## src/rtl/simplez_io_responder.sv

```systemverilog
// Simplez memory-port responder: RAM pass-through plus LED, 8N1 TX, STATUS and TIMER registers.
// Optional one-entry TX holding buffer when SIMPLEZ_IO_TXBUF_EN is defined.
module simplez_io_responder #(
  parameter int unsigned    AW       = 9,
  parameter int unsigned    DW       = 12,
  parameter logic [AW-1:0]  IO_BASE  = 'h1FC,
  parameter int unsigned    BAUD_DIV = 104,
  parameter int unsigned    TICK_DIV = 2400000
) (
  input  logic          clk,
  input  logic          rstn,
  input  logic [AW-1:0] addr,
  input  logic          rw,
  input  logic [DW-1:0] data_in,
  input  logic [DW-1:0] ram_dout,
  output logic          ram_rw,
  output logic [DW-1:0] data_out,
  output logic [3:0]    leds,
  output logic          tx
);

  localparam int unsigned BW = (BAUD_DIV > 1) ? $clog2(BAUD_DIV) : 1;
  localparam int unsigned TW = (TICK_DIV > 1) ? $clog2(TICK_DIV) : 1;
  localparam logic [AW:0] IO_LAST = {1'b0, IO_BASE} + (AW+1)'(3);

  typedef enum logic [1:0] {
    OFF_LEDS   = 2'd0,
    OFF_TXDATA = 2'd1,
    OFF_STATUS = 2'd2,
    OFF_TIMER  = 2'd3
  } io_off_t;

  typedef enum logic [1:0] {
    TX_IDLE,
    TX_START,
    TX_DATA,
    TX_STOP
  } tx_state_t;

  // Address decode
  logic    io_hit;
  io_off_t offset;
  logic    io_wr;
  logic    tx_wr;
  logic    tx_wr_q;
  logic    tx_take;
  logic    status_rd;

  assign io_hit    = (addr >= IO_BASE) && ({1'b0, addr} <= IO_LAST);
  // Only the low two bits of the difference matter, and they depend only on the low address bits.
  assign offset    = io_off_t'(addr[1:0] - IO_BASE[1:0]);
  assign io_wr     = io_hit && !rw;
  assign tx_wr     = io_wr && (offset == OFF_TXDATA);
  assign tx_take   = tx_wr && !tx_wr_q;
  assign status_rd = io_hit && rw && (offset == OFF_STATUS);

  // I/O writes must never reach RAM, so the RAM sees a read instead.
  assign ram_rw = io_hit ? 1'b1 : rw;

  logic unused_data_bits;
  assign unused_data_bits = ^data_in[DW-1:8];

  // Transmitter state
  tx_state_t       state;
  logic [BW-1:0]   baud_cnt;
  logic [2:0]      bit_idx;
  logic [7:0]      shreg;
  logic            baud_done;
  logic            stop_end;
  logic            tx_busy;
  logic            txbuf_full;

  assign baud_done = (baud_cnt == BW'(BAUD_DIV - 1));
  assign stop_end  = (state == TX_STOP) && baud_done;
  assign tx_busy   = (state != TX_IDLE);

`ifdef SIMPLEZ_IO_TXBUF_EN
  logic [7:0] buf_data;
  logic       buf_full;

  assign txbuf_full = buf_full;

  always_ff @(posedge clk or negedge rstn) begin
    if (!rstn) begin
      buf_data <= '0;
      buf_full <= 1'b0;
    end else if (stop_end && buf_full) begin
      buf_full <= 1'b0;
    end else if (tx_take && tx_busy && !buf_full && !stop_end) begin
      buf_data <= data_in[7:0];
      buf_full <= 1'b1;
    end
  end
`else
  assign txbuf_full = 1'b0;
`endif

  // NOTE: sequential state uses non-blocking assignments so every register samples pre-edge values.
  always_ff @(posedge clk or negedge rstn) begin
    if (!rstn) begin
      state    <= TX_IDLE;
      baud_cnt <= '0;
      bit_idx  <= '0;
      shreg    <= '0;
      tx       <= 1'b1;
      tx_wr_q  <= 1'b0;
    end else begin
      tx_wr_q <= tx_wr;
      if (state != TX_IDLE) begin
        baud_cnt <= baud_done ? '0 : baud_cnt + BW'(1);
      end
      unique case (state)
        TX_IDLE: begin
          if (tx_take) begin
            state    <= TX_START;
            tx       <= 1'b0;
            baud_cnt <= '0;
            shreg    <= data_in[7:0];
          end
        end
        TX_START: begin
          if (baud_done) begin
            state   <= TX_DATA;
            tx      <= shreg[0];
            bit_idx <= '0;
          end
        end
        TX_DATA: begin
          if (baud_done) begin
            if (bit_idx == 3'd7) begin
              state <= TX_STOP;
              tx    <= 1'b1;
            end else begin
              bit_idx <= bit_idx + 3'd1;
              shreg   <= shreg >> 1;
              tx      <= shreg[1];
            end
          end
        end
        TX_STOP: begin
          if (baud_done) begin
`ifdef SIMPLEZ_IO_TXBUF_EN
            // A queued byte, or one arriving on this very edge, chains straight into START.
            if (buf_full || tx_take) begin
              state <= TX_START;
              tx    <= 1'b0;
              shreg <= buf_full ? buf_data : data_in[7:0];
            end else begin
              state <= TX_IDLE;
            end
`else
            state <= TX_IDLE;
`endif
          end
        end
        default: state <= TX_IDLE;
      endcase
    end
  end

  // Tick timer; a tick on the same edge as a STATUS read keeps the flag set.
  logic [TW-1:0] presc;
  logic [DW-1:0] timer;
  logic          tick_flag;

  always_ff @(posedge clk or negedge rstn) begin
    if (!rstn) begin
      presc     <= '0;
      timer     <= '0;
      tick_flag <= 1'b0;
    end else if (presc == TW'(TICK_DIV - 1)) begin
      presc     <= '0;
      timer     <= timer + DW'(1);
      tick_flag <= 1'b1;
    end else begin
      presc <= presc + TW'(1);
      if (status_rd) begin
        tick_flag <= 1'b0;
      end
    end
  end

  // LED register
  always_ff @(posedge clk or negedge rstn) begin
    if (!rstn) begin
      leds <= '0;
    end else if (io_wr && (offset == OFF_LEDS)) begin
      leds <= data_in[3:0];
    end
  end

  // Read path: I/O data captured on the same edge genram registers its read.
  logic [DW-1:0] status;
  logic [DW-1:0] io_rdata_q;
  logic          io_hit_q;

  assign status = {{(DW-3){1'b0}}, txbuf_full, tick_flag, tx_busy};

  always_ff @(posedge clk or negedge rstn) begin
    if (!rstn) begin
      io_hit_q   <= 1'b0;
      io_rdata_q <= '0;
    end else begin
      io_hit_q <= io_hit;
      unique case (offset)
        OFF_LEDS:   io_rdata_q <= {{(DW-4){1'b0}}, leds};
        OFF_TXDATA: io_rdata_q <= '0;
        OFF_STATUS: io_rdata_q <= status;
        OFF_TIMER:  io_rdata_q <= timer;
        default:    io_rdata_q <= '0;
      endcase
    end
  end

  assign data_out = io_hit_q ? io_rdata_q : ram_dout;

endmodule

```

## config.mk

```make
export PLATFORM = sky130hd
export DESIGN_NAME = simplez_io_responder
export DESIGN_NICKNAME = d
export VERILOG_FILES = /design/src/rtl/simplez_io_responder.sv
export SDC_FILE = /design/constraint.sdc
export NUM_CORES = 1
export LEC_CHECK = 0
export BUFFER_PORTS_ARGS = -buffer_cell sky130_fd_sc_hd__buf_2
export CAP_MARGIN = 40
export CORE_AREA = 2 2 88 90
export DETAILED_ROUTE_END_ITERATION = 8
export DIE_AREA = 0 0 90 92
export GPL_TIMING_DRIVEN = 0
export PLACE_DENSITY = 0.83
export SLEW_MARGIN = 10
export SYNTH_ARGS = -nofsm -noshare
export SYNTH_HDL_FRONTEND = slang
export SYNTH_SLANG_ARGS = --single-unit
```

## constraint.sdc

```tcl
create_clock -name clk -period 1.9 [get_ports clk]
set_input_delay 0.285 -clock clk [delete_from_list [all_inputs] [get_ports clk]]
set_output_delay 0.285 -clock clk [all_outputs]
set_load 0.005 [all_outputs]
```

# Word level (Yosys, flattened, before mapping)
# Index checks and enable logic that the tools add are counted.
# totals
reg_bits	74
elab_cells	80
# op_classes
add_sub_neg	4
magnitude_cmp	1
n_eq_ne	15
n_mux	29
reduce_logical	19
# op_table
cell	count
$pmux W12 S4	1
$mux W7	4
$mux W8	3
$add A22 B1 Y22 const B	1
$eq A22 B22 Y1 const B	1
$mux W22	1
$pmux W8 S2	1
$add A12 B1 Y12 const B	1
$mux W12	1
$ne A2 B2 Y1 const B	6
$reduce_and A4 Y1	3
$mux W2	5
$ge A9 B9 Y1 const B	1
$mux W3	3
$eq A2 B2 Y1 const B	4
$pmux W2 S4	1
$reduce_bool A2 Y1	4
$add A7 B1 Y7 const B	1
$eq A7 B7 Y1 const B	1
$mux W1	7
$logic_and A1 B1 Y1	6
$pmux W3 S2	1
$reduce_and A5 Y1	1
$eq A2 B1 Y1 const B	2
other kinds (6)	8

# Logic depth before layout (Yosys ltp)
# Gate-level depths: netlist of the first run.
# logic_depth
ltp_word	6
ltp_mapped	7
mapped_depth_nobuf	6

# Worst setup path before layout of the first run
# Ideal clock, no wire load.
# synth_path
kind	flip-flop to flip-flop
startpoint	register bit_idx[0]
endpoint	register shreg[0]
arrival_time_ns	1.995
setup_slack_ns	-0.220
stages_incl_launch_ff	6
path_buffers	0
synth_period_minus_slack_ns	2.120
cell_sequence	dfrtp_1 > ha_1 > ha_1 > or4_1 > a21oi_4 > mux2_2
# synth_via
elab_chain_len	3
# synth_lines
element	line	source
start, declared	66	logic [2:0] bit_idx;
start signal, assigned	134	bit_idx <= bit_idx + 3'd1;
$eq A3 B3 Y1	130	if (bit_idx == 3'd7) begin
$ne A2 B2 Y1 (no source line)	n/a	
$reduce_and A4 Y1 (no source line)	n/a	
end signal, assigned	118	shreg <= data_in[7:0];
end signal, assigned	135	shreg <= shreg >> 1;
end, declared	67	logic [7:0] shreg;
# Every way passes these cells.
# A chain may end at the register's enable or synchronous reset.

# Worst setup path in the final report of the first run
# Ends and elaborated chain as after synthesis.

==> impl_metrics.toml, run 1 <==
[place]
place_hpwl_um = 5290
dpl_cell_area_mm2 = 0.004073
placed_cells = 485
gp_congestion = 0.8478
port_buffers = 49
place_ws_ns = -0.3369

[synthesis]
synth_edf_count = 0
synth_compound_gate_area_share = 0.07816
netlist_instances = 333
yosys.area_share.simple = 0.1817
synth_area_leader_cell = "dfrtp_1"
synth_adder_area_share = 0.03085
yosys-top-cells-area = "dfrtp_1 (50%), mux2_2 (10%), xor2_1 (4.6%)"
yosys_warnings = 0
synth_xor_area_frac = 0.06959
yosysTopAreaCellShare = 0.5005
synth_top_family_by_area = "simple AND/OR/NAND/NOR gates"
yosysSeqAreaShare = 0.5077
synth.mux.area_fraction = 0.1073
avgSynthCellArea_um2 = 10.96
yosysUniqueCellTypes = 44
ys.flop_type = "dfrtp_1"
synth-seq-cells = 74
synth_area_mm2 = 0.003650
synth_nets = 378
async_reset_ff_frac = 1.000

[die]
num_rows = 32
coreArea_mm2 = 0.007447
dieArea_mm2 = 0.008280
num_io_pins = 54
initial_core_util = 0.4901
dieWidth_um = 90
die_h_um = 92

[clock_tree]
cts_inserted_buffers = 9
clkSinkCount = 74
cts_tree = "done"
h-tree-depth = 3
cts.path.max_buffers = 2
clk_pin_slew_ns = 0.08
clockRootBuffer = "clkbuf_8"
clk_latency_ns = 0.37

[sta]
slew_viol_final = 0
hold_viol = 0
fin_crit_ns = 2.072
finalClockSkew_ns = 0.01504
rsz0062_at_grt = "yes"
setup_ws_ns = -0.1721
fmax_ghz = 0.4826
tightest_slew_ns = 0.6150
slew_headroom = 0.5866
finalSetupViolations = 7
finalCritPeriodShare = 1.091

[cells_and_area]
antenna_cells = 0
final_cells = 521
final_common_cell = "dfrtp_1"
design_area_mm2 = 0.004639
num-nets-final = 459
layout_common_cells = "dfrtp_1 (73), buf_2 (49), mux2_2 (25)"
nFillCells = 560
area_growth_pct = 27.12
drive_gt1_frac = 0.3747

[drt]
routedWlPerCell_um = 16.05
first_iter_violations = 215
ant_nets = 0
vias = 2979
viasPerCell = 5.718
routed_wl_um = 8360
drc = 0
dr.pass1.iters = 6

[pwr]
ir_drop_uv = 327.0
power_uw = 3263
leakage_uw = 0.002113
powerDensity_mw_per_mm2 = 703.2

[worst_setup_path]
critPathArrivalTime_ns = 2.31
crit_path_end = "shreg[0]"
r2r_slack_ns = -0.17
timing.rr.end = "shreg[0]"
worst-r2r-cell-count = 6
worstSetupPathType = "reg2reg"
required_ns = 2.14
crit_fanout = 8
regToRegStartpoint = "bit_idx[0]"
setup.worst_path.start_class = "register"
cp-startpoint = "bit_idx[0]"
endpoint_kind = "register"

[grt]
grt_pass1_wl_um = 13410
antenna_found_initial = 0
grt_max_degree = 54
track_usage = 0.2021
grt_pass1_vias = 2873
grt_overflow = 0

[flow_run]
drv_cap = 0

[status]
status = "finished, violations left"
violations = "setup timing"

[min_path]
hold_class = "in2reg"
-- through the flow --
| stage | setup TNS (ns) | utilization | hold WS, ns |
|---|---|---|---|
| detailed placement | -6.913 | 0.5469 | 0.1965 |
| finish | -1.155 | 0.6230 | 0.1654 |
| floorplan | -0.5389 | - | -0.01059 |
| global route | -1.406 | 0.6230 | 0.1791 |
| global placement | -5.281 | 0.5428 | 0.4593 |
| CTS | -0.9841 | 0.6001 | 0.1360 |
-- area by class of cell --
cell class	count	area [um2]	share of cell area
Buffer	8	56.30	0.01214
Clock inverter	7	125.1	0.02697
Inverter	13	52.55	0.01133
Tap cell	102	127.6	0.02751
Clock buffer	9	123.9	0.02670
Timing Repair Buffer	71	447.9	0.09655
Sequential cell	74	1853	0.3994
Multi-Input combinational cell	237	1853	0.3994
-- synthesized netlist by cell type, types with 2 or more instances --
master     n
xor2_1    19
nor4_1    12
nor3b_1    2
o21ai_0   16
nand2_1   24
a22o_1     4
or2_2      2
clkbuf_1   7
nand3_1   13
mux2i_1    2
or3_1      4
and3_1    11
o211ai_1   2
nand2b_1   3
nor3_1     9
a21oi_1   10
nor4b_1    2
or4_1      2
inv_1     13
nor2_1    14
xnor2_1   10
dfrtp_1   73
nor4bb_1   2
and4_1     3
mux2_2    33
nand4_1   12
ha_1       9
a22oi_1    2
o31ai_1    3
-- flip-flops by register name (all words and copies together) (netlist names) --
register	count
presc	22
io_rdata_q	12
timer	12
shreg	8
baud_cnt	7
leds	4
bit_idx	3
state	2
io_hit_q	1
tick_flag	1
tx	1
tx_wr_q	1
-- worst min path at each step --
stage | depth (start not counted) | end | slack [ns] | start
2_1_floorplan | 0 | baud_cnt[0] | -0.01 | rstn
3_3_place_gp | 1 | presc[21] | 0.46 | presc[21]
3_5_place_dp | 1 | io_rdata_q[7] | 0.20 | rstn
4_1_cts | 2 | tx_wr_q | 0.14 | rw
5_1_grt | 2 | tx_wr_q | 0.18 | rw
6_report | 2 | tx_wr_q | 0.17 | rw
-- logic make-up (layout without fill, tap and decap cells) --
| logic type | Yosys count | in the layout |
|---|---|---|
| simple gates | 120 | 120 |
| flops | 74 | 74 |
| compound gates | 44 | 44 |
| mux | 35 | 35 |
| xor+xnor | 29 | 29 |
| buf+inv | 22 | 108 |
| fa+ha+maj | 9 | 9 |
-- routing by layer --
metal  GRT usage  vias to the layer above  part of all wire
met4      0.1026                        0             0.035
li1            -                     1368                 -
met3     0.03780                       30             0.050
met1      0.2553                     1468              0.42
met5           0                        -                 0
met2      0.3346                      113              0.49
-- what timing repair did --
item                       in CTS  in global routing
setup buffers                   9                 11
gates resized for setup        19                 23
setup endpoints to repair      41                 19
hold buffers                    1                  0
pin swaps                       4                  7
hold endpoints to repair       21                  0
-- report_power, final --
part	switching, uW	leakage, uW	internal [uW]	total [uW]
sequential	9.32	0.000962	1590	1600
clock	629	0.000124	885	1510
combinational	74.6	0.00103	76.9	151
-- critical path: stages, from the launching register on --
cell and delay, ns:
dfrtp_1 0.42, ha_2 0.21, ha_4 0.16, or4_4 0.56
a21oi_4 0.16, buf_12 0.15, mux2_4 0.30
No activity file was read; power rests on OpenSTA's default activity.
==> inputs of run 2 (changes only) <==
- CELL_PAD_IN_SITES_DETAIL_PLACEMENT: not set -> 0
- CELL_PAD_IN_SITES_GLOBAL_PLACEMENT: not set -> 1
- CORE_AREA: 2 2 88 90 -> 2 2 99 101
- DIE_AREA: 0 0 90 92 -> 0 0 101 103
- SLEW_MARGIN: 10 -> 5
==> run 2 against run 1 <==
Compared with the run above: the run still ends with setup timing left; sequential power hardly changed; critical path depth rose by 1; clock skew is 0.0053 ns lower; first-iteration DRC count shrank 36%; sequential share of layout area shrank 0.38 points; non-clock buffer count shrank 1; worst setup slack better by 0.094 ns; largest power group unchanged.
==> impl_metrics.toml, run 2 (same netlist as run 1, synthesis figures left out) <==
[status]
status = "finished, violations left"
violations = "setup timing"

[min_path]
hold_class = "in2reg"
whs_endpoint = "tx_wr_q"
min_from = "rw"
min_path_cells = 2

[worst_setup_path]
critPathArrivalTime_ns = 2.21
worst-r2r-cell-count = 7
crit_fanout = 8
endpoint_kind = "register"
worstSetupPathType = "reg2reg"
r2r_slack_ns = -0.08
regToRegStartpoint = "state[0]"
timing.rr.end = "shreg[6]"
setup.worst_path.start_class = "register"
required_ns = 2.13

[cells_and_area]
layout_common_cells = "dfrtp_1 (71), buf_2 (49), mux2_2 (26)"
antenna_cells = 0
final_cells = 532
num-nets-final = 458
largest_reg_flops = 22
area_growth_pct = 28.52
drive_gt1_frac = 0.3732
largest_registers = "presc x22, io_rdata_q x12, timer x12"
largest-register = "presc"
final_common_cell = "dfrtp_1"

[sta]
slew_viol_final = 0
tightest_slew_ns = 0.9270
finalClockSkew_ns = 0.009742
holdWs_ns = 0.1686
finalCritPeriodShare = 1.041
slew_headroom = 0.3763
rsz0062_at_grt = "yes"
hold_viol = 0
fmax_ghz = 0.5056
finalSetupViolations = 8
fin_crit_ns = 1.978
setup_ws_ns = -0.07795

[pwr]
ir_drop_uv = 458.4
powerDensity_mw_per_mm2 = 687.2
leakage_uw = 0.002157

[drt]
vias = 2825
first_iter_violations = 137
ant_nets = 0
routedWlPerCell_um = 14.58
routed_wl_um = 7755
dr.pass1.iters = 4
drc = 0
viasPerCell = 5.310

[clock_tree]
clockRootBuffer = "clkbuf_8"
clk_latency_ns = 0.34
cts_inserted_buffers = 9
cts_tree = "done"
cts.path.max_buffers = 2
clk_pin_slew_ns = 0.08
h-tree-depth = 3
clkSinkCount = 74

[flow_run]
drv_cap = 0

[place]
place_hpwl_um = 5225
placed_cells = 497
gp_congestion = 0.8003
port_buffers = 49

[die]
num_io_pins = 54
num_rows = 36
die_h_um = 103
initial_core_util = 0.3858
dieArea_mm2 = 0.01040
coreArea_mm2 = 0.009459
dieWidth_um = 101

[grt]
grt_max_degree = 64
grt_overflow = 0
grt_pass1_vias = 2586
grt_pass1_wl_um = 12370
track_usage = 0.1510
antenna_found_initial = 0
## run 2: cell count changes in the layout (fill, tap and decap cells not counted), sizes merged
cell / change
buf: -2
clkbuf: +1
## run 2: worst max-delay path, stage by stage (launching register included)
cell and delay, ns:
dfrtp_1 0.40, inv_2 0.11, ha_4 0.16, inv_6 0.04, or4_4 0.54, a21oi_4 0.16, buf_12 0.15, mux2_4 0.30
## run 2: what timing repair did
| item | in CTS | in global routing |
|---|---|---|
| pin swaps | 3 | 5 |
| endpoints found under the setup margin | 36 | 16 |
| hold endpoints to repair | 11 | 0 |
| gates resized for setup | 23 | 26 |
| hold buffers | 1 | 0 |
| buffers inserted | 9 | 10 |
## run 2: layer usage
metal,up-vias,share of wire,track usage
li1,1372,-,-
met1,1370,0.47,0.2056
met2,74,0.47,0.2385
met3,9,0.045,0.02644
met4,0,0.013,0.06549
met5,-,0,0
## run 2: worst max path at each step
stage,startpoint,end,slack [ns],cells past startpoint
after floorplan,bit_idx[0],shreg[0],-0.08,5
after global placement,presc[0],presc[12],-0.38,6
after detailed placement,presc[0],presc[3],-0.40,6
after CTS,bit_idx[0],shreg[0],-0.14,6
after global routing,tx_wr_q,shreg[1],-0.12,6
final,state[0],shreg[6],-0.08,7
## run 2: where the power goes
part           switching (uW)  internal, uW  total [uW]
Sequential               8.45          1590        1600
Clock                     607           872        1480
Combinational            71.7          77.5         149
## run 2: stage by stage
stage / util / total power [uW] / worst slack [ns] / cell area (um2) / TNS, ns
2_1_floorplan: - / 1671 / -0.07699 / 3670 / -0.5389
3_3_place_gp: 0.4290 / 1761 / -0.3771 / 4058 / -7.618
3_5_place_dp: 0.4321 / 1771 / -0.4016 / 4088 / -7.818
4_1_cts: 0.4749 / 3243 / -0.1434 / 4492 / -0.9133
5_1_grt: 0.4959 / 3340 / -0.1191 / 4691 / -0.9230
6_report: 0.4959 / 3224 / -0.07795 / 4691 / -0.5299
## run 2: area by class of cell
| class | count | area, um2 |
|---|---|---|
| buffer | 8 | 57.56 |
| clock buffer | 9 | 123.9 |
| clock inverter | 7 | 116.4 |
| fill | 840 | 4768 |
| inverter | 13 | 53.80 |
| multi-input combinational | 237 | 1901 |
| sequential | 74 | 1856 |
| tap | 114 | 142.6 |
| timing repair buffer | 70 | 440.4 |
